==> src/rtl/actuation_voter.sv <==
// -----------------------------------------------------------------------------
// actuation_voter
//
// K-of-NDIV coincidence voter with per-channel persistence filtering and a
// sticky trip latch. Each of NCH trip channels is voted across NDIV
// instrumentation divisions. A channel trips after PERSIST consecutive valid
// samples show coincidence. Once tripped, it stays tripped until an operator
// clear is accepted on a clean (non-coincident) sample.
//
// Configuration macro:
//   VOTE_BYPASS_EN - when defined, the bypass port removes divisions from the
//                    vote and drives degraded. When undefined, bypass is
//                    ignored, every division votes, and degraded is 0.
//
// Parameters:
//   NDIV    - number of instrumentation divisions
//   NCH     - number of trip channels
//   TRIP_W  - width of each trip field
//   K       - coincidence threshold (1..NDIV)
//   PERSIST - consecutive coincident samples needed to trip (>= 1)
//
// Ports:
//   clk        - clock; all state changes on the rising edge
//   rst        - asynchronous active-high reset
//   in_valid   - inp carries a new sample this cycle
//   inp        - packed trip fields; division d, channel c sits at bit offset
//                TRIP_W*(NCH*(NDIV-1-d)+(NCH-1-c))
//   bypass     - per-division maintenance bypass
//   clear_req  - per-channel request to clear a latched vote
//   clear_ack  - one-cycle pulse when a clear request is accepted
//   votes      - latched trip vote per channel
//   pending    - channel is persistence-counting toward a trip
//   degraded   - fewer than K divisions remain unbypassed
// -----------------------------------------------------------------------------
module actuation_voter #(
  parameter int NDIV    = 4,
  parameter int NCH     = 3,
  parameter int TRIP_W  = 8,
  parameter int K       = 2,
  parameter int PERSIST = 3
) (
  input  logic                        clk,
  input  logic                        rst,
  input  logic                        in_valid,
  input  logic [NDIV*NCH*TRIP_W-1:0]  inp,
  input  logic [NDIV-1:0]             bypass,
  input  logic [NCH-1:0]              clear_req,
  output logic [NCH-1:0]              clear_ack,
  output logic [NCH-1:0]              votes,
  output logic [NCH-1:0]              pending,
  output logic                        degraded
);

  localparam int CW = $clog2(PERSIST + 1);

  typedef enum logic [1:0] {
    S_IDLE,
    S_PEND,
    S_TRIP
  } state_t;

  // Divisions that take part in the vote.
  logic [NDIV-1:0] w_div_en;
  logic            w_degraded;

`ifdef VOTE_BYPASS_EN
  assign w_div_en = ~bypass;

  always_comb begin
    int n_byp;
    n_byp = 0;
    for (int d = 0; d < NDIV; d++) begin
      if (bypass[d]) n_byp = n_byp + 1;
    end
    w_degraded = (NDIV - n_byp) < K;
  end
`else
  // Bypass is wired but has no effect in this build.
  logic w_unused_bypass;
  assign w_unused_bypass = ^bypass;
  assign w_div_en        = '1;
  assign w_degraded      = 1'b0;
`endif

  // Coincidence per channel. A field trips only on the exact value 1. Any
  // other pattern, including values with bit 0 set, counts as not tripped.
  logic [NCH-1:0] w_coin;

  always_comb begin
    int n_trip;
    // NOTE: every variable written here gets a value before any branch
    // reads it, so no path leaves it unassigned and no latch is inferred.
    w_coin = '0;
    n_trip = 0;
    for (int c = 0; c < NCH; c++) begin
      n_trip = 0;
      for (int d = 0; d < NDIV; d++) begin
        if (w_div_en[d] &&
            inp[TRIP_W*(NCH*(NDIV-1-d)+(NCH-1-c)) +: TRIP_W] == TRIP_W'(1)) begin
          n_trip = n_trip + 1;
        end
      end
      w_coin[c] = (n_trip >= K);
    end
  end

  logic r_degraded;

  always_ff @(posedge clk or posedge rst) begin
    if (rst) r_degraded <= 1'b0;
    else     r_degraded <= w_degraded;
  end

  assign degraded = r_degraded;

  // One independent persistence FSM per channel.
  for (genvar c = 0; c < NCH; c++) begin : g_ch
    state_t          r_state;
    state_t          w_state_nxt;
    logic [CW-1:0]   r_cnt;
    logic [CW-1:0]   w_cnt_nxt;
    logic            w_ack_nxt;
    logic            r_vote;
    logic            r_pend;
    logic            r_ack;

    always_comb begin
      w_state_nxt = r_state;
      w_cnt_nxt   = r_cnt;
      w_ack_nxt   = 1'b0;

      unique case (r_state)
        S_IDLE: begin
          // A clear in IDLE is acknowledged at once. It takes priority
          // over a coincident sample arriving in the same cycle.
          if (clear_req[c]) begin
            w_ack_nxt = 1'b1;
          end else if (in_valid && w_coin[c]) begin
            if (PERSIST == 1) begin
              w_state_nxt = S_TRIP;
            end else begin
              w_state_nxt = S_PEND;
              w_cnt_nxt   = CW'(1);
            end
          end
        end

        S_PEND: begin
          if (clear_req[c]) begin
            // Operator abort: discard partial persistence.
            w_ack_nxt   = 1'b1;
            w_state_nxt = S_IDLE;
            w_cnt_nxt   = '0;
          end else if (in_valid) begin
            if (w_coin[c]) begin
              w_cnt_nxt = r_cnt + CW'(1);
              if (r_cnt + CW'(1) == CW'(PERSIST)) w_state_nxt = S_TRIP;
            end else begin
              w_state_nxt = S_IDLE;
              w_cnt_nxt   = '0;
            end
          end
          // Without in_valid, state and count hold: samples need not be
          // back-to-back in clock cycles.
        end

        S_TRIP: begin
          // Sticky. Release only on a clean sample, so a trip cannot be
          // cleared while the plant condition persists.
          if (clear_req[c] && in_valid && !w_coin[c]) begin
            w_ack_nxt   = 1'b1;
            w_state_nxt = S_IDLE;
            w_cnt_nxt   = '0;
          end
        end

        default: begin
          w_state_nxt = S_IDLE;
          w_cnt_nxt   = '0;
        end
      endcase
    end

    // NOTE: state registers use non-blocking assignments so that every
    // flop samples the pre-edge values, whatever the order of the blocks.
    always_ff @(posedge clk or posedge rst) begin
      if (rst) begin
        r_state <= S_IDLE;
        r_cnt   <= '0;
        r_vote  <= 1'b0;
        r_pend  <= 1'b0;
        r_ack   <= 1'b0;
      end else begin
        r_state <= w_state_nxt;
        r_cnt   <= w_cnt_nxt;
        // Outputs are registered decodes of the next state, so they mirror
        // the state register exactly and change one edge after the sample.
        r_vote  <= (w_state_nxt == S_TRIP);
        r_pend  <= (w_state_nxt == S_PEND);
        r_ack   <= w_ack_nxt;
      end
    end

    assign votes[c]     = r_vote;
    assign pending[c]   = r_pend;
    assign clear_ack[c] = r_ack;
  end

endmodule

==> config.mk <==
export PLATFORM = sky130hd
export DESIGN_NAME = actuation_voter
export DESIGN_NICKNAME = d
export VERILOG_FILES = /design/src/rtl/actuation_voter.sv
export SDC_FILE = /design/constraint.sdc
export NUM_CORES = 1
export LEC_CHECK = 0
export CAP_MARGIN = 20
export CORE_MARGIN = 2
export CORE_UTILIZATION = 39
export DETAILED_ROUTE_END_ITERATION = 8
export GPL_TIMING_DRIVEN = 0
export PLACE_DENSITY = 0.87
export SYNTH_ARGS = -nofsm -noshare
export SYNTH_HDL_FRONTEND = slang
export SYNTH_SLANG_ARGS = --single-unit
==> constraint.sdc <==
create_clock -name clk -period 3.65 [get_ports clk]
set_input_delay 0.5475 -clock clk [delete_from_list [all_inputs] [get_ports clk]]
set_output_delay 0.5475 -clock clk [all_outputs]
set_load 0.005 [all_outputs]
# Word level (Yosys, flattened, before mapping)
# Cells that the tools add are included.
[word_totals] out_inout_bits=10 latchBits=0 regBits=21 romBits=0 wordCells=156 memories=0 ram_bits=0 in_bits=106
[classes] addsub=12 n_eq_ne=39 muxes=66 bitwise_logic=0 reduce_logical=21 n_lt_le_gt_ge=3 div_mod_pow=0 mul=0 shifts=0
[ops] op="2-to-1 mux 32 bit" count=9
[ops] op="adder 32 x 2 -> 32 bit, second input constant" count=6
[ops] op="== test 8 x 1 -> 1 bit, second input constant" count=12
[ops] op="greater-or-equal comparator 32 x 3 -> 1 bit, second input constant" count=3
[ops] op="2-to-1 mux 2 bit" count=39
[ops] op="one-hot mux 2 bit (3 select lines)" count=6
[ops] op="== test 2 bit, second input constant" count=9
[ops] op="inequality test 2 bit, second input constant" count=9
[ops] op="== test 2 x 1 -> 1 bit, second input constant" count=6
[ops] op="AND reduction 4 bit" count=3
[ops] op="logical AND 1 bit" count=9
[ops] op="2-to-1 mux 1 bit" count=9
[ops] op="inequality test 3 bit, second input constant" count=3
[ops] op="adder 1 x 1 -> 2 bit, second input constant" count=3
[ops] op="adder 2 x 1 -> 2 bit, second input constant" count=3
[ops] op="logical NOT 2 bit" count=3
[ops] op="one-hot mux 1 bit (2 select lines)" count=3
[ops] op="OR reduction 2 bit" count=3
[ops] op="logical NOT 1 bit" count=3

# Depth between registers and ports, before layout
# Gate-level depths: netlist of run 1.
[depth] depth_word=14 mapped_depth=13 ltp_nobuf=12

# Worst setup path before layout of run 1
# OpenSTA, ideal clock, no wires.
[synth_timing] path_type="in2reg" from="input inp[45]" to="register g_ch[0].r_cnt[1]" n_path_buf=1 setup_slack_ns=0.515 setup_ns=0.111 t_required_ns=3.539 t_arrival_ns=3.024 cell_stages=9 path_cell_list="or4_4 -> or2_1 -> xnor2_1 -> ha_1 -> or4b_4 -> and2_4 -> buf_6 -> a31o_1 -> a2111oi_2"
[synth_between] elab_chain_len=9 elab_cells_between_ends=15 cone_classes="add/sub (1); order compare (1); eq/ne (3); mux (6); reduce/logical (4)"
[synth_lines] item="from (decl)" line_no="45" text="input logic [NDIV*NCH*TRIP_W-1:0] inp,"
[synth_lines] item="== test 8 x 1 -> 1 bit *" line_no="99" text="inp[TRIP_W*(NCH*(NDIV-1-d)+(NCH-1-c)) +: TRIP_W] == TRIP_W'(1)) begin"
[synth_lines] item="2-to-1 mux 32 bit *" line_no="98" text="if (w_div_en[d] &&"
[synth_lines] item="adder 32 x 2 -> 32 bit" line_no="100" text="n_trip = n_trip + 1;"
[synth_lines] item="2-to-1 mux 32 bit *" line_no="98"
[synth_lines] item="greater-or-equal comparator 32 x 3 -> 1 bit *" line_no="103" text="w_coin[c] = (n_trip >= K);"
[synth_lines] item="2-to-1 mux 2 bit / logical NOT 1 bit (equally long branches)" line_no="155, 170"
[synth_lines] item="2-to-1 mux 2 bit / logical AND 1 bit (equally long branches)" line_no="154, 170"
[synth_lines] item="2-to-1 mux 2 bit / inequality test 2 bit (equally long branches)"
[synth_lines] item="one-hot mux 2 bit (3 select lines) / AND reduction 4 bit (equally long branches)"
[synth_lines] item="to (signal assigned)" line_no="195" text="r_cnt <= w_cnt_nxt;"
[synth_lines] item="to (decl)" line_no="120" text="logic [CW-1:0] r_cnt;"
# Every way passes the cells marked *; elsewhere a longest branch is shown, timed or not. The select of a mux whose other input is x is not followed.
# A chain may end at the register's enable or synchronous reset.

# Final worst setup path of run 1
# Same ends and word-level chain as after synthesis.

==> results of run 1 <==
cell type report:
class / instances / area, sq um
Buffer: 18 / 114
Clock buffer: 3 / 41.3
Clock inverter: 1 / 5.00
Fill cell: 366 / 1380
Inverter: 14 / 52.6
Multi-Input combinational cell: 149 / 1020
Sequential cell: 21 / 526
Tap cell: 52 / 65.1
Timing Repair Buffer: 109 / 1090
logic make-up (layout without fill, tap and decap cells):
| family | after synthesis | in the layout |
|---|---|---|
| buffers and inverters | 32 | 145 |
| AO/OA/AOI/OAI | 50 | 50 |
| flip-flops | 21 | 21 |
| other | 1 | 1 |
| multiplexers | 1 | 1 |
| adder cells (fa/ha/maj) | 12 | 12 |
| XOR/XNOR | 5 | 5 |
| AND/OR/NAND/NOR | 80 | 80 |
synth_stat cells (2+ instances only):
cell and instances:
dfrtp_1 21, nand2_1 21, inv_1 13, nor4_1 13, ha_1 12, nor4b_1 11, buf_4 10, o21ai_1 10
nor3_1 9, o21ai_0 8, a31oi_1 7, and2_1 5, clkbuf_1 5, nor2_1 5, xnor2_1 5, a21oi_1 4
o31ai_1 4, nor2b_1 3, or3_1 3, a2bb2oi_1 2, a31o_1 2, nand3_1 2, nand4_1 2, or4b_4 2
state kept, by name (all words and copies together) (netlist names):
name and count:
g_ch.r_pend 3, g_ch.r_vote 3, g_ch.r_cnt 6, g_ch.r_state 6, g_ch.r_ack 3
power by group:
part           internal [mW]  switching [mW]
Sequential             0.244         0.00827
Clock                 0.0759          0.0719
Combinational          0.126          0.0497
Total                  0.446           0.130
per-stage QoR:
| step | hold WS [ns] | util (%) | total power [mW] |
|---|---|---|---|
| final | 0.451 | 67.9 | 0.575 |
| after global routing | 0.472 | 67.9 | 0.604 |
| after CTS | 0.456 | 67.9 | 0.581 |
| after detailed placement | 0.442 | 66.8 | 0.432 |
| after global placement | 0.444 | 66.8 | 0.426 |
| after floorplan | 0.424 | - | 0.304 |
routing by layer:
metal	track usage, %	part of all wire (%)	up-vias
met1	18.9	38	917
met2	34.4	52	86
met5	0	0	-
li1	-	-	972
met3	2.45	8.8	6
met4	6.41	1.4	0
worst max path at each step:
stage,start,slack [ns],depth (start not counted),endpoint
3_3_place_gp,inp[45],0.04,10,g_ch[0].r_cnt[1]$_DFFE_PP0P_
5_1_grt,inp[45],0.17,10,g_ch[0].r_cnt[1]$_DFFE_PP0P_
3_5_place_dp,inp[45],0.0006,10,g_ch[0].r_cnt[1]$_DFFE_PP0P_
4_1_cts,inp[45],0.28,10,g_ch[0].r_cnt[1]$_DFFE_PP0P_
6_report,inp[45],0.29,10,g_ch[0].r_cnt[1]$_DFFE_PP0P_
2_1_floorplan,inp[45],0.51,9,g_ch[0].r_cnt[1]$_DFFE_PP0P_
==> reports/qor.csv, run 1 <==
stage,metric,value,unit
grt,overflow,0,
final_layout,drive_gt1_share,6.98,%
logic_synthesis,yosys.area.top_type,dfrtp_1,
grt,antenna_found_initial,0,
logic_synthesis,synth_adder_area_share,8.77,%
logic_synthesis,synth_xor_area_share,2.56,%
worst_hold_path,hold_class,reg -> reg,
logic_synthesis,synth_top_family_by_area,simple AND/OR/NAND/NOR gates,
place,gp_congestion,0.841,
setup_path,reg2reg_slack,2.26,ns
logic_synthesis,synthMuxAreaShare,0.584,%
run,max_cap_viol_count,0,
floorplan,die_area,0.00494,sq mm
floorplan,core_area,0.00429,sq mm
logic_synthesis,yosysSeqAreaShare,30.7,%
timing,tns,0,ns
timing,max_freq,0.297,GHz
clock_tree,hold_buffers,0,
logic_synthesis,async_reset_ff_share,100,%
logic_synthesis,yosysWarnings,0,
routing,ant_nets,0,
timing,setup_viol,0,
floorplan,chipHeight,70.3,microns
worst_hold_path,hold_path_end,g_ch[1].r_cnt[0]$_DFFE_PP0P_,
place,place_inst,363,
grt,grt_pass1_vias,1862,
timing,rsz0062_at_grt,no,
final_layout,area_growth,70.2,%
timing,period_needed,3.36,ns
setup_path,required,3.81,ns
power_and_ir_drop,powerDensity,197,mW/mm^2
logic_synthesis,ys.flop_type,dfrtp_1,
logic_synthesis,synth_seq_cells,21,
place,hpwl,3650,microns
clock_tree,clock_sinks,21,
final_layout,diodes,0,
setup_path,r2r_cells,4,
clock_tree,htree_levels,1,
power_and_ir_drop,ir_drop,0.129,mV
timing,worst_slew_pin_slew,0.860,ns
logic_synthesis,synth.net_count,320,
logic_synthesis,yosysTopAreaCellShare,30.7,%
logic_synthesis,synthCells,202,
final_layout,final_common_cell,clkdlybuf4s50_1,
setup_path,path_class,in -> reg,
clock_tree,cts-resized-gates,0,
timing,slew_headroom,42.5,%
setup_path,rr_startpoint,g_ch[0].r_state[0]$_DFF_PP0_,
logic_synthesis,ys_top_cells_by_area,"dfrtp_1 (31%), ha_1 (8.8%), nor4b_1 (5.6%), nor4_1 (4.7%), nand2_1 (4.6%)",
worst_hold_path,hold_start,g_ch[1].r_cnt[0]$_DFFE_PP0P_,
grt,grt_pass1_wl,7360,microns
place,preCtsSetupSlack,0.000621,ns
clock_tree,path_clk_slew,0.08,ns
routing,drc,0,
setup_path,crit_arrival,3.52,ns
routing,initialDrtViolationCount,59,
final_layout,nNetsFinal,434,
setup_path,path_buf_inv,2,
outcome,status,"complete, no violations",
setup_path,worst-path-max-fanout,8,
place,io_buffers,109,
clock_tree,post_cts_buffers,0,
setup_path,critPathSlowestCell,or4_4,
setup_path,max_stage_delay,0.55,ns
timing,final_max_slew_viol_count,0,
logic_synthesis,synth_area_per_cell,8.48,sq um
routing,wl_per_cell,11.9,microns
place,dpl_cell_area,0.00287,sq mm
setup_path,path_delay_family,simple AND/OR/NAND/NOR gates,
setup_path,cp_cell_sequence,clkdlybuf4s50_1 -> or4_4 -> or2_1 -> xnor2_1 -> ha_1 -> or4b_4 -> and2_4 -> buf_6 -> a31o_1 -> a2111oi_2,
clock_tree,cts-root-buf,clkbuf_8,
final_layout,layout.cells.non_filler,367,
logic_synthesis,synth_edf_count,0,
clock_tree,numCtsBuffers,3,
routing,viasPerCell,5.40,
setup_path,r2r_end,g_ch[0].r_cnt[1]$_DFFE_PP0P_,
floorplan,initial_core_util,39.9,%
final_layout,final_cell_mix,"clkdlybuf4s50_1 (109), nand2_1 (21), dfrtp_1 (21)",
logic_synthesis,synth-simple-area-share,27.6,%
logic_synthesis,syn_area,0.00171,sq mm
floorplan,die_x,70.3,microns
setup_path,end_kind,register,
routing,vias,1981,
timing,fin_crit_sh,92.1,%
grt,gr-usage-all-layers,17.6,%
routing,routed_wirelength,4350,microns
logic_synthesis,netlist-cell-type-count,47,
logic_synthesis,synth_compound_area_share,19.9,%
floorplan,rows,24,
grt,grt_max_degree,22,
final_layout,final_area,0.00292,sq mm
setup_path,cp-start-kind,primary input,
timing,skew,0.00718,ns
power_and_ir_drop,p_leak,1.20,nW
worst_hold_path,whs_path_depth,1,
clock_tree,clk-insertion-delay-late,0.26,ns
clock_tree,clk_path_buf_depth,2,
timing,worst_slack,0.287,ns
floorplan,io_pins,116,
routing,firstDrtPassIters,4,
timing,hold_viol_final,0,
clock_tree,tritoncts,done,
No activity file was read; power rests on OpenSTA's default activity.
==> run 2: changes to the inputs <==
--- a/config.mk
+++ b/config.mk
@@ -5,7 +5,7 @@
 export SDC_FILE = /design/constraint.sdc
 export NUM_CORES = 1
 export LEC_CHECK = 0
-export CAP_MARGIN = 20
+export CAP_MARGIN = 30
 export CORE_MARGIN = 2
 export CORE_UTILIZATION = 39
 export DETAILED_ROUTE_END_ITERATION = 8
==> results of run 2 <==
No change in the layout: final DEF, timing and power equal those of run 1.
==> run 3: changes to the inputs <==
--- a/config.mk
+++ b/config.mk
@@ -7,10 +7,11 @@
 export LEC_CHECK = 0
 export CAP_MARGIN = 30
 export CORE_MARGIN = 2
-export CORE_UTILIZATION = 39
+export CORE_UTILIZATION = 32
 export DETAILED_ROUTE_END_ITERATION = 8
 export GPL_TIMING_DRIVEN = 0
-export PLACE_DENSITY = 0.87
+export PLACE_DENSITY = 0.76
+export REMOVE_ABC_BUFFERS = 1
 export SYNTH_ARGS = -nofsm -noshare
 export SYNTH_HDL_FRONTEND = slang
 export SYNTH_SLANG_ARGS = --single-unit
==> constraint.sdc (replaced) <==
create_clock -name clk -period 3.06 [get_ports clk]
set_input_delay 0.459 -clock clk [delete_from_list [all_inputs] [get_ports clk]]
set_output_delay 0.459 -clock clk [all_outputs]
set_load 0.005 [all_outputs]
==> run 3 against run 2 <==
Effect of this change: power up 20%; clock skew down 0.0023 ns; sequential cell count unchanged; global-route usage down 2.0 points; register-to-register slack worse by 0.58 ns; first-iteration DRC count up 25%.
==> reports/qor.csv, run 3 (synthesis results as in run 1) <==
stage,metric,value,unit,change
outcome,status,"complete, no violations",,unchanged
final_layout,area_growth,79.6,%,was 70.2%
floorplan,die_area,0.00595,sq mm,was 0.00494 sq mm
place,preCtsSetupSlack,-0.414,ns,was 0.000621 ns
grt,grt_pass1_wl,7890,microns,was 7360 microns
final_layout,final_area,0.00308,sq mm,was 0.00292 sq mm
clock_tree,clk-insertion-delay-late,0.25,ns,was 0.26 ns
setup_path,required,3.21,ns,was 3.81 ns
routing,drc,0,,unchanged
final_layout,diodes,0,,unchanged
place,gp_congestion,0.804,,was 0.841
grt,overflow,0,,unchanged
floorplan,die_x,77.2,microns,was 70.3 microns
floorplan,rows,26,,was 24
grt,gr-usage-all-layers,15.6,%,was 17.6%
routing,initialDrtViolationCount,74,,was 59
setup_path,end_kind,register,,unchanged
final_layout,reg_top3,"g_ch.r_cnt (6), g_ch.r_state (6)",,unchanged
final_layout,final_core_util,59.9,%,was 67.9%
routing,vias,1932,,was 1981
timing,rsz0062_at_grt,no,,unchanged
final_layout,nFillCells,487,,was 366
power_and_ir_drop,p_leak,1.41,nW,was 1.20 nW
floorplan,io_pins,116,,unchanged
timing,worst_slack,0.0884,ns,was 0.287 ns
setup_path,r2r_cells,6,,was 4
timing,final_max_slew_viol_count,0,,unchanged
grt,grt_max_degree,22,,unchanged
timing,max_freq,0.337,GHz,
routing,wl_per_cell,13.4,microns,was 11.9 microns
clock_tree,cts-root-buf,clkbuf_8,,unchanged
setup_path,path_class,in -> reg,,unchanged
final_layout,drive_gt1_share,11.1,%,was 6.98%
final_layout,nNetsFinal,424,,was 434
timing,hold_viol_final,0,,unchanged
setup_path,cp-start-kind,primary input,,unchanged
power_and_ir_drop,powerDensity,225,mW/mm^2,was 197 mW/mm^2
worst_hold_path,hold_class,reg -> reg,,unchanged
setup_path,setup.worst_path.start,inp[43],,was inp[45]
clock_tree,tritoncts,done,,unchanged
floorplan,core_area,0.00514,sq mm,was 0.00429 sq mm
place,hpwl,3790,microns,was 3650 microns
routing,ant_nets,0,,unchanged
routing,firstDrtPassIters,4,,unchanged
timing,fin_crit_sh,97.1,%,
routing,routed_wirelength,5010,microns,was 4350 microns
clock_tree,htree_levels,1,,unchanged
setup_path,crit_arrival,3.12,ns,was 3.52 ns
worst_hold_path,whs_path_depth,1,,unchanged
timing,worst_slew_pin_slew,0.796,ns,was 0.860 ns
clock_tree,numCtsBuffers,3,,unchanged
grt,antenna_found_initial,0,,unchanged
clock_tree,clk_path_buf_depth,2,,unchanged
final_layout,final_common_cell,clkdlybuf4s50_1,,unchanged
place,dpl_cell_area,0.00279,sq mm,was 0.00287 sq mm
clock_tree,hold_buffers,0,,unchanged
setup_path,rr_startpoint,g_ch[0].r_cnt[0]$_DFFE_PP0P_,,was g_ch[0].r_state[0]$_DFF_PP0_
place,io_buffers,110,,was 109
setup_path,worst-path-max-fanout,6,,was 8
timing,skew,0.00491,ns,was 0.00718 ns
power_and_ir_drop,ir_drop,0.197,mV,was 0.129 mV
timing,slew_headroom,46.9,%,was 42.5%
floorplan,chipHeight,77.2,microns,was 70.3 microns
timing,hold_slack,0.490,ns,was 0.451 ns
clock_tree,clock_sinks,21,,unchanged
worst_hold_path,hold_start,g_ch[1].r_cnt[0]$_DFFE_PP0P_,,unchanged
grt,grt_pass1_vias,1862,,unchanged
clock_tree,path_clk_slew,0.08,ns,about the same
final_layout,final_cell_mix,"clkdlybuf4s50_1 (86), dlymetal6s2s_1 (24), nand2_1 (21), dfrtp_1 (21), inv_1 (12)",,"was clkdlybuf4s50_1 (109), nand2_1 (21), dfrtp_1 (21)"
timing,period_needed,2.97,ns,
routing,viasPerCell,5.15,,was 5.40
floorplan,initial_core_util,33.3,%,was 39.9%
timing,setup_viol,0,,unchanged
run,max_cap_viol_count,0,,unchanged
## run 3: final cells by class
type	count	area, sq um	area share [%]
timing repair buffer	117	1210	39.4
multi-input combinational	149	1150	37.5
sequential	21	526	17.1
tap	70	87.6	2.85
inverter	14	52.6	1.71
clock buffer	4	45.0	1.46
## run 3: metal layers
metal / wire [microns] / track usage, %
met2: 2590 / 28.7
met1: 1950 / 17.6
met5: 0 / 0
met3: 423 / 4.94
met4: 47 / 3.04
## run 3: path summary, 6_finish.rpt
kind	end	slack (ns)
max	g_ch[0].r_cnt[1]$_DFFE_PP0P_	0.09
max reg2reg	g_ch[0].r_cnt[1]$_DFFE_PP0P_	1.68
max in group asynchronous	g_ch[2].r_vote$_DFF_PP0_	1.90
min reg2reg	g_ch[1].r_cnt[0]$_DFFE_PP0P_	0.49
min in group asynchronous	g_ch[0].r_cnt[1]$_DFFE_PP0P_	0.66
min	g_ch[1].r_cnt[0]$_DFFE_PP0P_	0.49
## run 3: timing repair
item                       in CTS  in global routing
pin swaps                       5                 17
setup endpoints to repair       6                 12
resized for setup               4                 41
buffers inserted                4                  3
cloned                          0                  0
## run 3: stage by stage
stage               setup TNS [ns]  total power, mW  instances
finish                           0            0.692        375
global route                     0            0.720        375
CTS                        -0.0423            0.690        372
floorplan                        0            0.349        184
global placement             -3.02            0.502        364
detailed placement           -3.81            0.507        364
## run 3: report_power, final
| part | internal [mW] | switching (mW) | leakage, nW | total, mW |
|---|---|---|---|---|
| clock network | 0.0926 | 0.0915 | 0.0228 | 0.184 |
| logic | 0.143 | 0.0647 | 1.11 | 0.207 |
| registers | 0.291 | 0.0102 | 0.277 | 0.301 |
| total | 0.526 | 0.166 | 1.41 | 0.692 |
## run 3: worst max-delay path, cell delays in order
cell	delay (ns)
dlymetal6s2s_1	0.12
or4b_4	0.55
or2_4	0.27
xnor2_2	0.13
ha_1	0.29
or4b_4	0.54
and2_4	0.20
a31o_1	0.22
a2111oi_2	0.33
